--- config.mk ---
export PLATFORM = sky130hd
export DESIGN_NAME = uart_receive
export DESIGN_NICKNAME = d
export VERILOG_FILES = /design/src/rtl/uart_pkg.sv /design/src/rtl/uart_bit_timer.sv /design/src/rtl/uart_receive.sv
export SDC_FILE = /design/constraint.sdc
export NUM_CORES = 1
export LEC_CHECK = 0
export BUFFER_PORTS_ARGS = -buffer_cell sky130_fd_sc_hd__buf_2
export CELL_PAD_IN_SITES_DETAIL_PLACEMENT = 0
export CELL_PAD_IN_SITES_GLOBAL_PLACEMENT = 1
export CORE_MARGIN = 5
export CORE_UTILIZATION = 41
export DETAILED_ROUTE_END_ITERATION = 6
export PLACE_DENSITY_LB_ADDON = 0.1
export SLEW_MARGIN = 5
export SYNTH_ARGS = -nofsm -noshare
export SYNTH_HDL_FRONTEND = slang
export SYNTH_HIERARCHICAL = 1
export SYNTH_SLANG_ARGS = --single-unit
--- constraint.sdc ---
create_clock -name clk -period 3.25 [get_ports clk]
set_clock_uncertainty 0.15 [all_clocks]
set_input_delay 0.65 -clock clk [delete_from_list [all_inputs] [get_ports clk]]
set_output_delay 0.65 -clock clk [all_outputs]
set_load 0.05 [all_outputs]
--- src/rtl/uart_pkg.sv ---
// Shared definitions for the UART receive path: FSM encoding, timer width,
// and frame-length helper.
package uart_pkg;

   localparam int TIMER_W    = 19;
   localparam int FRAME_BITS = 10;

   typedef enum logic [1:0] {
      IDLE  = 2'd0,
      START = 2'd1,
      DATA  = 2'd2
   } state_t;

   // Bits following the start bit: data (7/8), optional parity, stop.
   function automatic logic [3:0] frame_len(input logic eight, input logic parity_en);
      return 4'd8 + {3'b000, eight} + {3'b000, parity_en};
   endfunction

endpackage

--- src/rtl/uart_bit_timer.sv ---
// Bit-time counter: pulses btu after half a bit (start check) or a full bit
// (data/stop), reloading to zero on each pulse.
module uart_bit_timer
   import uart_pkg::*;
(
   input  logic               clk,
   input  logic               rst,
   input  logic               run,
   input  logic               half,
   input  logic [TIMER_W-1:0] k,
   output logic               btu
);

   logic [TIMER_W-1:0] cnt;
   logic [TIMER_W-1:0] limit;

   always_comb begin
      limit = half ? (k >> 1) : k;
      btu   = run && (cnt == limit);
   end

   // NOTE: sequential state uses non-blocking (<=) so every register samples
   // pre-edge values; blocking (=) is reserved for always_comb.
   always_ff @(posedge clk or posedge rst) begin
      if (rst) begin
         cnt <= '0;
      end else if (!run || btu) begin
         cnt <= '0;
      end else begin
         cnt <= cnt + 1'b1;
      end
   end

endmodule

--- src/rtl/uart_receive.sv ---
// UART receiver: start detect, mid-bit sampling, 7/8 data bits, optional
// parity, stop check; sticky ready/error flags for the host interface.
module uart_receive
   import uart_pkg::*;
(
   input  logic               clk,
   input  logic               rst,
   input  logic               clr,
   input  logic               rx,
   input  logic               eight,
   input  logic               parity_en,
   input  logic               ohel,
   input  logic [TIMER_W-1:0] k,
   output logic [7:0]         data,
   output logic               RXRDY,
   output logic               PERR,
   output logic               FERR,
   output logic               OVF
);

   state_t          state;
   state_t          state_next;
   logic            btu;
   logic            done;
   logic [3:0]      bit_cnt;
   logic [3:0]      frame_n;
   logic [3:0]      shamt;
   logic [9:0]      shreg;
   logic [7:0]      aligned;
   logic [7:0]      rx_data;
   logic            stop_bit;
   logic            par_bit;
   logic            par_err;

   assign frame_n = frame_len(eight, parity_en);

   uart_bit_timer u_timer (
      .clk  (clk),
      .rst  (rst),
      .run  ((state == START) || (state == DATA)),
      .half (state == START),
      .k    (k),
      .btu  (btu)
   );

   always_ff @(posedge clk or posedge rst) begin
      if (rst) state <= IDLE;
      else     state <= state_next;
   end

   // NOTE: every output of this block gets a default first, so no path
   // leaves a signal unassigned and no latch is inferred.
   always_comb begin
      state_next = state;
      done       = 1'b0;
      case (state)
         IDLE:  if (!rx) state_next = START;
         START: if (btu) state_next = rx ? IDLE : DATA;
         DATA: begin
            // >= rather than == so a mid-frame format change cannot strand the FSM
            if (bit_cnt >= frame_n) begin
               done       = 1'b1;
               state_next = IDLE;
            end
         end
         default: state_next = IDLE;
      endcase
   end

   always_ff @(posedge clk or posedge rst) begin
      if (rst) begin
         bit_cnt <= '0;
         shreg   <= '1;
      end else if (state == IDLE) begin
         bit_cnt <= '0;
      end else if ((state == DATA) && btu && !done) begin
         bit_cnt <= bit_cnt + 1'b1;
         shreg   <= {rx, shreg[9:1]};
      end
   end

   // Stop lands at shreg[9], parity at shreg[8]; shift data down to bit 0.
   always_comb begin
      shamt    = 4'(FRAME_BITS) - frame_n;
      aligned  = 8'(shreg >> shamt);
      rx_data  = eight ? aligned : {1'b0, aligned[6:0]};
      stop_bit = shreg[9];
      par_bit  = shreg[8];
      par_err  = parity_en && (par_bit != ((^rx_data) ^ ohel));
   end

   always_ff @(posedge clk or posedge rst) begin
      if (rst) begin
         data  <= '0;
         RXRDY <= 1'b0;
         PERR  <= 1'b0;
         FERR  <= 1'b0;
         OVF   <= 1'b0;
      end else if (done) begin
         data  <= rx_data;
         RXRDY <= 1'b1;
         OVF   <= OVF  | RXRDY;
         FERR  <= FERR | !stop_bit;
         PERR  <= PERR | par_err;
      end else if (clr) begin
         RXRDY <= 1'b0;
         PERR  <= 1'b0;
         FERR  <= 1'b0;
         OVF   <= 1'b0;
      end
   end

endmodule

==> results_dict.tcl, run 1 <==
set metrics [dict create \
    dp_cells 439 \
    fillCellCount 768 \
    remaining_drc_errors 0 \
    leakage_nw 1.47 \
    gp_congestion 0.840 \
    syn_inst 310 \
    synth_xor_area_share_pct 13.0 \
    fin_crit_ps 2990 \
    diodes 0 \
    critPathKind "flop to flop" \
    layout_common_cells "37 x dfrtp_1, 37 x buf_2, 29 x xnor2_1, 28 x mux2i_1, 25 x nand2_1" \
    start_kind "flop" \
    vias 2333 \
    min_period_over_period_pct 91.9 \
    drtIter0Drc 59 \
    synth_warnings 6 \
    clockBufferDepth 2 \
    min_path_type "input port to asynchronous set/reset pin" \
    grt_pass1_vias 2390 \
    post_cts_buffers 0 \
    synth_compound_area_share_pct 13.5 \
    powerDensity_nw_per_um2 304 \
    reg2reg_from "state[0]" \
    worstPathArrival_ps 3060 \
    relSlewSlack_pct 37.0 \
    crit_slowest_cell "dfrtp_1" \
    hold_buffers 0 \
    antenna_found_initial 0 \
    io_buffers 37 \
    tritoncts "built" \
    viasPerCell 5.22 \
    antenna_left 0 \
    layout.cells.non_filler 447 \
    path_cells "ha_4 > or3b_1 > a21boi_0 > o31ai_1 > nor4_2 > and3_1 > nand3_1 > or2_2 > mux2_2" \
    cp_slowest_stage_delay_ps 440 \
    syn2layout_area_growth_pct 12.1 \
    synth-seq-area-share_pct 38.4 \
    cp-end-kind "flop" \
    core_area_sq_um 7290 \
    drive_above_1_share_pct 23.6 \
    grt_usage_pct 15.5 \
    synth-simple-area-share_pct 12.3 \
    wl_per_cell_um 15.5 \
    multiInputGateArea_sq_um 1750 \
    cp_max_fo 13 \
    wirelength_um 6920 \
    hold_viol 0 \
    ir_drop_v 0.000181 \
    ys_async_sr_fraction_pct 100 \
    fmaxAchievable_mhz 335 \
    synth_ff_type "dfrtp_1" \
    final.setup.tns_ps 0 \
    root_buffer "clkbuf_8" \
    htree_levels 2 \
    ios 38 \
    rsz0062_at_grt "false" \
    num_rows 31 \
    die_area_sq_um 9400 \
    reg2reg_setup_slack_ps 260 \
    setup_viol 0 \
    grt_start_max_net_pins 26 \
    status "finished, final reports clean" \
    yosys_register_bits 47 \
    worstPathRequired_ps 3330 \
    drv_cap 0 \
    start_util_pct 42.5 \
    tightest_slew_ps 944 \
    cpLargestDelayFamily "simple AND/OR/NAND/NOR gates" \
    worst_r2r_endpoint "shreg[4]" \
    avgSynthCellArea_sq_um 10.0 \
    die_h_um 96.9 \
    reg2regPathDepth 9 \
    seqCellArea_sq_um 1190 \
    grt_pass1_wl_um 12000 \
    hpwl_um 5380 \
    synth_top_family_by_area "compound AO/OA/AOI/OAI gates" \
    synth_nets 346 \
    synthAdderAreaFrac_pct 4.04 \
    synth_edf_count 0 \
    synth_mux_area_share_pct 13.0 \
    finalNetCount 383 \
    worstSkewPairLatency_ps 300 \
    synth_cell_types 47 \
    gr-total-overflow 0 \
    drv_slew 0 \
    netlist_area_sq_um 3100 \
    clk_pin_slew_ps 90 \
    die_x_um 96.9 \
    drt_pass1_iterations 4 \
    cts_buffers 5 \
    crit_buf_inv 0 \
    clock_sinks 47 \
]
==> flip-flops by register name, summed over array words and instances (netlist names) <==
register     flops
state            2
shreg           10
RXRDY            1
FERR             1
OVF              1
PERR             1
u_timer/cnt     19
bit_cnt          4
data             8
==> power breakdown <==
part	internal [mW]	leakage, nW	switching (mW)
clock	0.151	0.0422	0.190
sequential	0.590	0.600	0.00716
combinational	0.0524	0.830	0.0668
total	0.794	1.47	0.264
==> per-stage QoR <==
stage,area [sq um],util (%),hold slack [ps],setup WS [ps],power [mW]
floorplan,3100,-,329,130,0.689
global placement,3380,46.4,307,106,0.729
detailed placement,3380,46.4,318,-13.2,0.729
CTS,3460,47.5,337,135,1.08
global route,3470,47.6,354,53.7,1.11
finish,3470,47.6,326,265,1.06
==> how the worst max path moves through the flow <==
stage	from	to	depth (start not counted)
2_1_floorplan	state[1]	shreg[0]	13
3_3_place_gp	state[1]	shreg[0]	11
3_5_place_dp	state[1]	shreg[4]	11
4_1_cts	state[1]	shreg[4]	11
5_1_grt	state[1]	shreg[8]	11
6_report	state[0]	shreg[4]	9
==> synthesized netlist by cell type (all sizes together) (10+ instances only) <==
cell | number | area share [%]
a211oi | 19 | 4.6
nand2 | 25 | 3.0
dfrtp | 37 | 30
inv | 16 | 1.9
xor2 | 17 | 4.8
ha | 10 | 4.0
dfstp | 10 | 8.5
mux2i | 28 | 9.0
nor2 | 11 | 1.3
buf | 13 | 3.1
mux2 | 11 | 4.0
o21ai | 16 | 2.6
nand3 | 12 | 1.9
xnor2 | 29 | 8.2
==> what timing repair did <==
item                                    4_1_cts  5_1_grt
endpoints found under the setup margin        9       10
hold endpoints to repair                      0        0
resized for setup                             1        1
cloned                                        0        0
==> cells by family (layout without fill, tap and decap cells) <==
group	Yosys count	count (layout)
simple gates	75	75
xor+xnor	46	46
fa+ha+maj	10	10
buf+inv	35	73
mux	39	39
flops	47	47
compound gates	58	58
==> cell type report <==
type / instances / area share [%]
timing repair buffer: 48 / 7.71
tap: 99 / 3.57
sequential: 47 / 34.2
multi-input combinational: 228 / 50.3
inverter: 17 / 1.84
clock inverter: 1 / 0.144
clock buffer: 7 / 2.20
==> routing by layer <==
layer	up-vias	wire length [um]	track usage, %	part of all wire [%]
li1	1176	-	-	-
met1	1117	3440	21.7	50
met2	35	3180	24.6	46
met3	5	233	2.95	3.4
met4	0	68	4.21	0.98
met5	-	0	0	0
Note: power is estimated with default switching activity, not from simulation.
==> inputs of run 2 (changes only) <==
--- a/config.mk
+++ b/config.mk
@@ -5,11 +5,13 @@
 export SDC_FILE = /design/constraint.sdc
 export NUM_CORES = 1
 export LEC_CHECK = 0
+export ABC_AREA = 1
 export BUFFER_PORTS_ARGS = -buffer_cell sky130_fd_sc_hd__buf_2
 export CELL_PAD_IN_SITES_DETAIL_PLACEMENT = 0
 export CELL_PAD_IN_SITES_GLOBAL_PLACEMENT = 1
 export CORE_MARGIN = 5
-export CORE_UTILIZATION = 41
+export CORE_UTILIZATION = 38
+export CTS_CLUSTER_DIAMETER = 40
 export DETAILED_ROUTE_END_ITERATION = 6
 export PLACE_DENSITY_LB_ADDON = 0.1
 export SLEW_MARGIN = 5
==> run 2 against run 1 <==
Effect of this change: register-to-register slack improved by 170 ps; largest cell class unchanged; cell count grew 41%; synthesized cell count increased by 57%; via count rose by 26%; combinational power rose to 5.7 times the previous value.
==> results_dict.tcl, run 2 <==
set metrics [dict create \
    cts-resized-gates 0 \
    clock_sinks 47 \
    core_area_sq_um 8300 \
    synth-seq-area-share_pct 36.5 \
    pre_cts_slack_ps 354 \
    gr-total-overflow 0 \
    die_area_sq_um 10500 \
    synth_nets 523 \
    synthMostInstantiatedCell "nand2_1" \
    min_path_type "input port to asynchronous set/reset pin" \
    largest_register_ffs 19 \
    netlist_area_sq_um 3250 \
    crit_end "shreg[1]" \
    avgSynthCellArea_sq_um 6.68 \
    netlist.area_leader.share_pct 28.5 \
    clockBufferDepth 2 \
    status "finished, final reports clean" \
    grt_pass1_wl_um 12700 \
    dp_cells 624 \
    hpwl_um 6130 \
    layout_common_cells "184 x nand2_1, 61 x inv_1, 45 x nand3_1, 45 x nor2_1" \
    ios 38 \
    worst_slack_ps 432 \
    synth.cells.most_frequent "184 x nand2_1, 61 x inv_1, 45 x nand3_1, 45 x nor2_1, 37 x dfrtp_1" \
    fin_crit_ps 2820 \
    synth_warnings 6 \
    worstSkewPairLatency_ps 290 \
    tritoncts "built" \
    drt_pass1_iterations 4 \
    rsz0062_at_grt "false" \
    num_rows 33 \
    setup_viol 0 \
    synthTopCellsByArea "dfrtp_1 28%, nand2_1 21%, dfstp_2 8.1%" \
    tightest_slew_ps 779 \
    cts_buffers 5 \
    worstPathRequired_ps 3320 \
    cp-end-kind "flop" \
    syn2layout_area_growth_pct 12.2 \
    critPathKind "flop to flop" \
    synth_ff_type "dfrtp_1" \
    viasPerCell 4.64 \
    finalNetCount 562 \
    gp_congestion 0.785 \
    antenna_left 0 \
    utilization_pct 44.0 \
    drv_slew 0 \
    hold_buffers 0 \
    grt_usage_pct 14.9 \
    leakage_nw 1.92 \
    post_cts_buffers 0 \
    min_period_over_period_pct 86.7 \
    ys_async_sr_fraction_pct 100 \
    grt_start_max_net_pins 21 \
    reg2regPathDepth 16 \
    die_h_um 103 \
    synth_cell_types 30 \
    wl_per_cell_um 11.9 \
    antenna_found_initial 0 \
    drive_above_1_share_pct 14.8 \
    final_area_sq_um 3650 \
    wirelength_um 7550 \
    place_area_sq_um 3540 \
    start_util_pct 39.2 \
    root_buffer "clkbuf_8" \
    final_common_cell "nand2_1" \
    worst_r2r_endpoint "shreg[1]" \
    ir_drop_v 0.000372 \
    hold_viol 0 \
    diodes 0 \
    grt_pass1_vias 2710 \
    cp_max_fo 20 \
    yosys_register_bits 47 \
    relSlewSlack_pct 48.0 \
    remaining_drc_errors 0 \
    crit_start "state[1]" \
    fmaxAchievable_mhz 355 \
    clk_pin_slew_ps 90 \
    synth_edf_count 0 \
    synth_top_cell_by_area "dfrtp_1" \
    htree_levels 2 \
    drtIter0Drc 128 \
    vias 2930 \
    reg2reg_setup_slack_ps 430 \
    syn_inst 487 \
    die_x_um 103 \
    final.setup.tns_ps 0 \
    io_buffers 37 \
    start_kind "flop" \
    powerDensity_nw_per_um2 474 \
    drv_cap 0 \
    reg2reg_from "state[1]" \
    layout.cells.non_filler 632 \
    regMostFlops "u_timer/cnt" \
    biggestRegsByFlops "u_timer/cnt (19), shreg (10), data (8)" \
    worstPathArrival_ps 2890 \
]
==> run 2: cell count changes in the layout (fill, tap and decap cells not counted), sizes merged, moves of 5 or more <==
cell / previous run / this run
nand3: 12 / 52
a211oi: 19 / 0
nand2: 25 / 188
xnor2: 29 / 2
o21ai: 16 / 30
inv: 16 / 65
nand4: 4 / 9
o22a: 5 / 0
and3: 5 / 0
mux2: 11 / 0
nor2: 11 / 47
mux2i: 28 / 0
buf: 48 / 41
==> run 2: worst min path at each step <==
stage	from	endpoint	slack [ps]	cells after the start
after floorplan	shreg[0]	shreg[0]	320	2
after global placement	data[1]	data[1]	310	2
after detailed placement	data[2]	data[2]	320	2
after CTS	data[2]	data[2]	340	2
after global routing	PERR	PERR	360	2
final	rst	state[0]	330	2
==> run 2: per-stage QoR <==
| stage | hold slack (ps) | total power, mW |
|---|---|---|
| final | 329 | 1.73 |
| after global routing | 360 | 1.88 |
| after CTS | 340 | 1.75 |
| after detailed placement | 318 | 1.33 |
| after global placement | 310 | 1.32 |
| after floorplan | 315 | 1.20 |
==> run 2: kinds of logic (layout without fill, tap and decap cells) <==
family | Yosys count | in the layout | share of synthesized area (%)
flip-flops | 47 | 47 | 36.5
AO/OA/AOI/OAI | 39 | 39 | 6.85
buffers and inverters | 75 | 115 | 9.58
AND/OR/NAND/NOR | 301 | 301 | 39.2
XOR/XNOR | 15 | 15 | 4.04
adder cells (fa/ha/maj) | 10 | 10 | 3.85
==> run 2: cell type report <==
| cell class | count | area (sq um) |
|---|---|---|
| fill | 904 | 4650 |
| multi-input combinational | 365 | 1750 |
| sequential | 47 | 1190 |
| inverter | 66 | 248 |
| timing repair buffer | 41 | 215 |
| tap | 105 | 131 |
| clock buffer | 7 | 108 |
| clock inverter | 1 | 5.00 |
==> run 2: power by group <==
| part | internal [mW] | switching [mW] | leakage (nW) | total, mW |
|---|---|---|---|---|
| Combinational | 0.213 | 0.462 | 1.24 | 0.676 |
| Sequential | 0.608 | 0.0294 | 0.617 | 0.637 |
| Clock | 0.218 | 0.197 | 0.0594 | 0.415 |
==> run 2: per-layer routing <==
layer / track usage, % / vias to the layer above / part of all wire, %
met5: 0 / - / 0
met4: 2.12 / 0 / 0.41
met3: 2.30 / 2 / 4.0
met2: 21.9 / 38 / 41
met1: 23.5 / 1290 / 55
li1: - / 1600 / -
==> run 2: worst max-delay path: stages, from the launching register on <==
cell and delay, ps:
dfrtp_1 410, inv_1 80, ha_1 210, buf_4 260
nand2_1 100, nand2_1 70, nand2_1 40, nand2_1 60
nand3_1 170, nor2_1 150, nand3_1 130, nor2_1 200
nand3_1 190, nor2_2 210, buf_4 190, nand2_1 50
o21ai_0 70
==> inputs of run 3 (changes only) <==
--- a/config.mk
+++ b/config.mk
@@ -9,6 +9,7 @@
 export BUFFER_PORTS_ARGS = -buffer_cell sky130_fd_sc_hd__buf_2
 export CELL_PAD_IN_SITES_DETAIL_PLACEMENT = 0
 export CELL_PAD_IN_SITES_GLOBAL_PLACEMENT = 1
+export CORE_ASPECT_RATIO = 0.8
 export CORE_MARGIN = 5
 export CORE_UTILIZATION = 38
 export CTS_CLUSTER_DIAMETER = 40
==> run 3 against run 2 <==
Effect of this change: flip-flop and latch count did not move; global-route usage increased by 0.44 points; clock power fell by 7.0%.
==> results_dict.tcl, run 3 (synthesis results as in run 2) <==
set metrics [dict create \
    place_area_sq_um 3540 \
    grt_pass1_wl_um 13200 \
    htree_levels 2 \
    wl_per_cell_um 11.9 \
    cp_slowest_stage_delay_ps 400 \
    drtIter0Drc 180 \
    path_cells "inv_1 > ha_1 > buf_4 > nand2_1 > o21ai_0 > nand2_1 > nand2_1 > nand2_1 > nor2_1 > nand3_1 > nor2_1 > nand3_1 > nor2_2 > buf_4 > nand2_1 > o21ai_0" \
    start_util_pct 38.7 \
    tightest_slew_ps 946 \
    biggestRegsByFlops "u_timer/cnt (19), shreg (10), data (8)" \
    grt_start_max_net_pins 25 \
    root_buffer "clkbuf_8" \
    layout_common_cells "184 x nand2_1, 61 x inv_1, 45 x nand3_1, 45 x nor2_1" \
    fillCellCount 910 \
    num_rows 30 \
    powerDensity_nw_per_um2 467 \
    drt_pass1_iterations 4 \
    drive_above_1_share_pct 14.6 \
    diodes 0 \
    vias 2933 \
    crit_buf_inv 3 \
    core_area_sq_um 8410 \
    crit_slowest_cell "dfrtp_1" \
    cts-resized-gates 0 \
    hold_viol 0 \
    worstSkewPairLatency_ps 300 \
    crit_path_frequent_cell "nand2_1" \
    relSlewSlack_pct 36.9 \
    io_buffers 37 \
    utilization_pct 43.3 \
    die_area_sq_um 10500 \
    status "finished, final reports clean" \
    met1_usage_pct 24.9 \
    syn2layout_area_growth_pct 12.0 \
    antenna_left 0 \
    dp_cells 631 \
    ir_drop_v 0.000381 \
    cp_max_fo 18 \
    hold_buffers 0 \
    ios 38 \
    viasPerCell 4.59 \
    regMostFlops "u_timer/cnt" \
    start_kind "flop" \
    fin_crit_ps 2840 \
    drv_slew 0 \
    gr-total-overflow 0 \
    finalNetCount 562 \
    setup_viol 0 \
    cts_buffers 5 \
    fmaxAchievable_mhz 352 \
    leakage_nw 1.91 \
    drv_cap 0 \
    busiest_layer "met1" \
    min_period_over_period_pct 87.5 \
    gp_congestion 0.791 \
    final.setup.tns_ps 0 \
    grt_usage_pct 15.4 \
    clk_pin_slew_ps 90 \
    remaining_drc_errors 0 \
    largest_register_ffs 19 \
    cp-end-kind "flop" \
    use_met2_pct 20.8 \
    rsz0062_at_grt "false" \
    min_path_type "flop to flop" \
    cpLargestDelayFamily "simple AND/OR/NAND/NOR gates" \
    worstPathArrival_ps 2910 \
    worstPathRequired_ps 3320 \
    critPathKind "flop to flop" \
    final_area_sq_um 3640 \
    layout.cells.non_filler 639 \
    tritoncts "built" \
    antenna_found_initial 0 \
    seqCellArea_sq_um 1190 \
    die_h_um 92.8 \
    gr-usage-met3_pct 3.14 \
    multiInputGateArea_sq_um 1750 \
    post_cts_buffers 0 \
    clockBufferDepth 2 \
    final_common_cell "nand2_1" \
    die_x_um 113 \
    clock_sinks 47 \
    grt_pass1_vias 2739 \
    hpwl_um 6190 \
    wirelength_um 7630 \
]
run 3: cell count changes in the layout (fill, tap and decap cells not counted):
cell       previous run  this run
clkinv_2              1         0
clkbuf_1              0         1
clkbuf_16             1         0
clkbuf_8              6         7
run 3: power by group:
group          total (mW)  switching [mW]  leakage (nW)  internal [mW]
Combinational       0.679           0.465          1.24          0.214
Clock               0.386           0.192        0.0515          0.194
Sequential          0.637          0.0289         0.617          0.608
Total                1.70           0.686          1.91           1.02
run 3: final timing paths:
| path | start | end | slack (ps) | depth (start not counted) |
|---|---|---|---|---|
| max | state[1] | shreg[3] | 410 | 16 |
| min | data[0] | data[0] | 330 | 2 |
| max reg2reg | state[1] | shreg[3] | 410 | 16 |
| min reg2reg | data[0] | data[0] | 330 | 2 |
| max in group asynchronous | rst | shreg[9] | 1810 | 3 |
| min in group asynchronous | rst | u_timer/cnt[0] | 340 | 2 |
run 3: cell type report:
class	count	area share, %
Sequential cell	47	32.6
Inverter	66	6.80
Tap cell	112	3.84
Clock buffer	8	2.75
Multi-Input combinational cell	365	48.1
Timing Repair Buffer	41	5.90
run 3: through the flow:
stage	total power [mW]	hold slack, ps	setup WS, ps
floorplan	1.20	315	852
global placement	1.33	310	428
detailed placement	1.33	318	387
CTS	1.72	339	412
global route	1.86	369	81.0
finish	1.70	330	407
run 3: metal layers:
layer / part of all wire [%] / vias up
li1: - / 1601
met1: 58 / 1291
met2: 38 / 41
met3: 4.0 / 0
met4: 0 / 0
met5: 0 / -
run 3: worst register-to-register path: cells and delay by family, from the launching register on:
kind                       cells  cell delay, ps
AOI/OAI and AO/OA              2             150
adders and majority gates      1             250
buffers and inverters          3             530
DFF                            1             400
and+or+nand+nor               10            1260
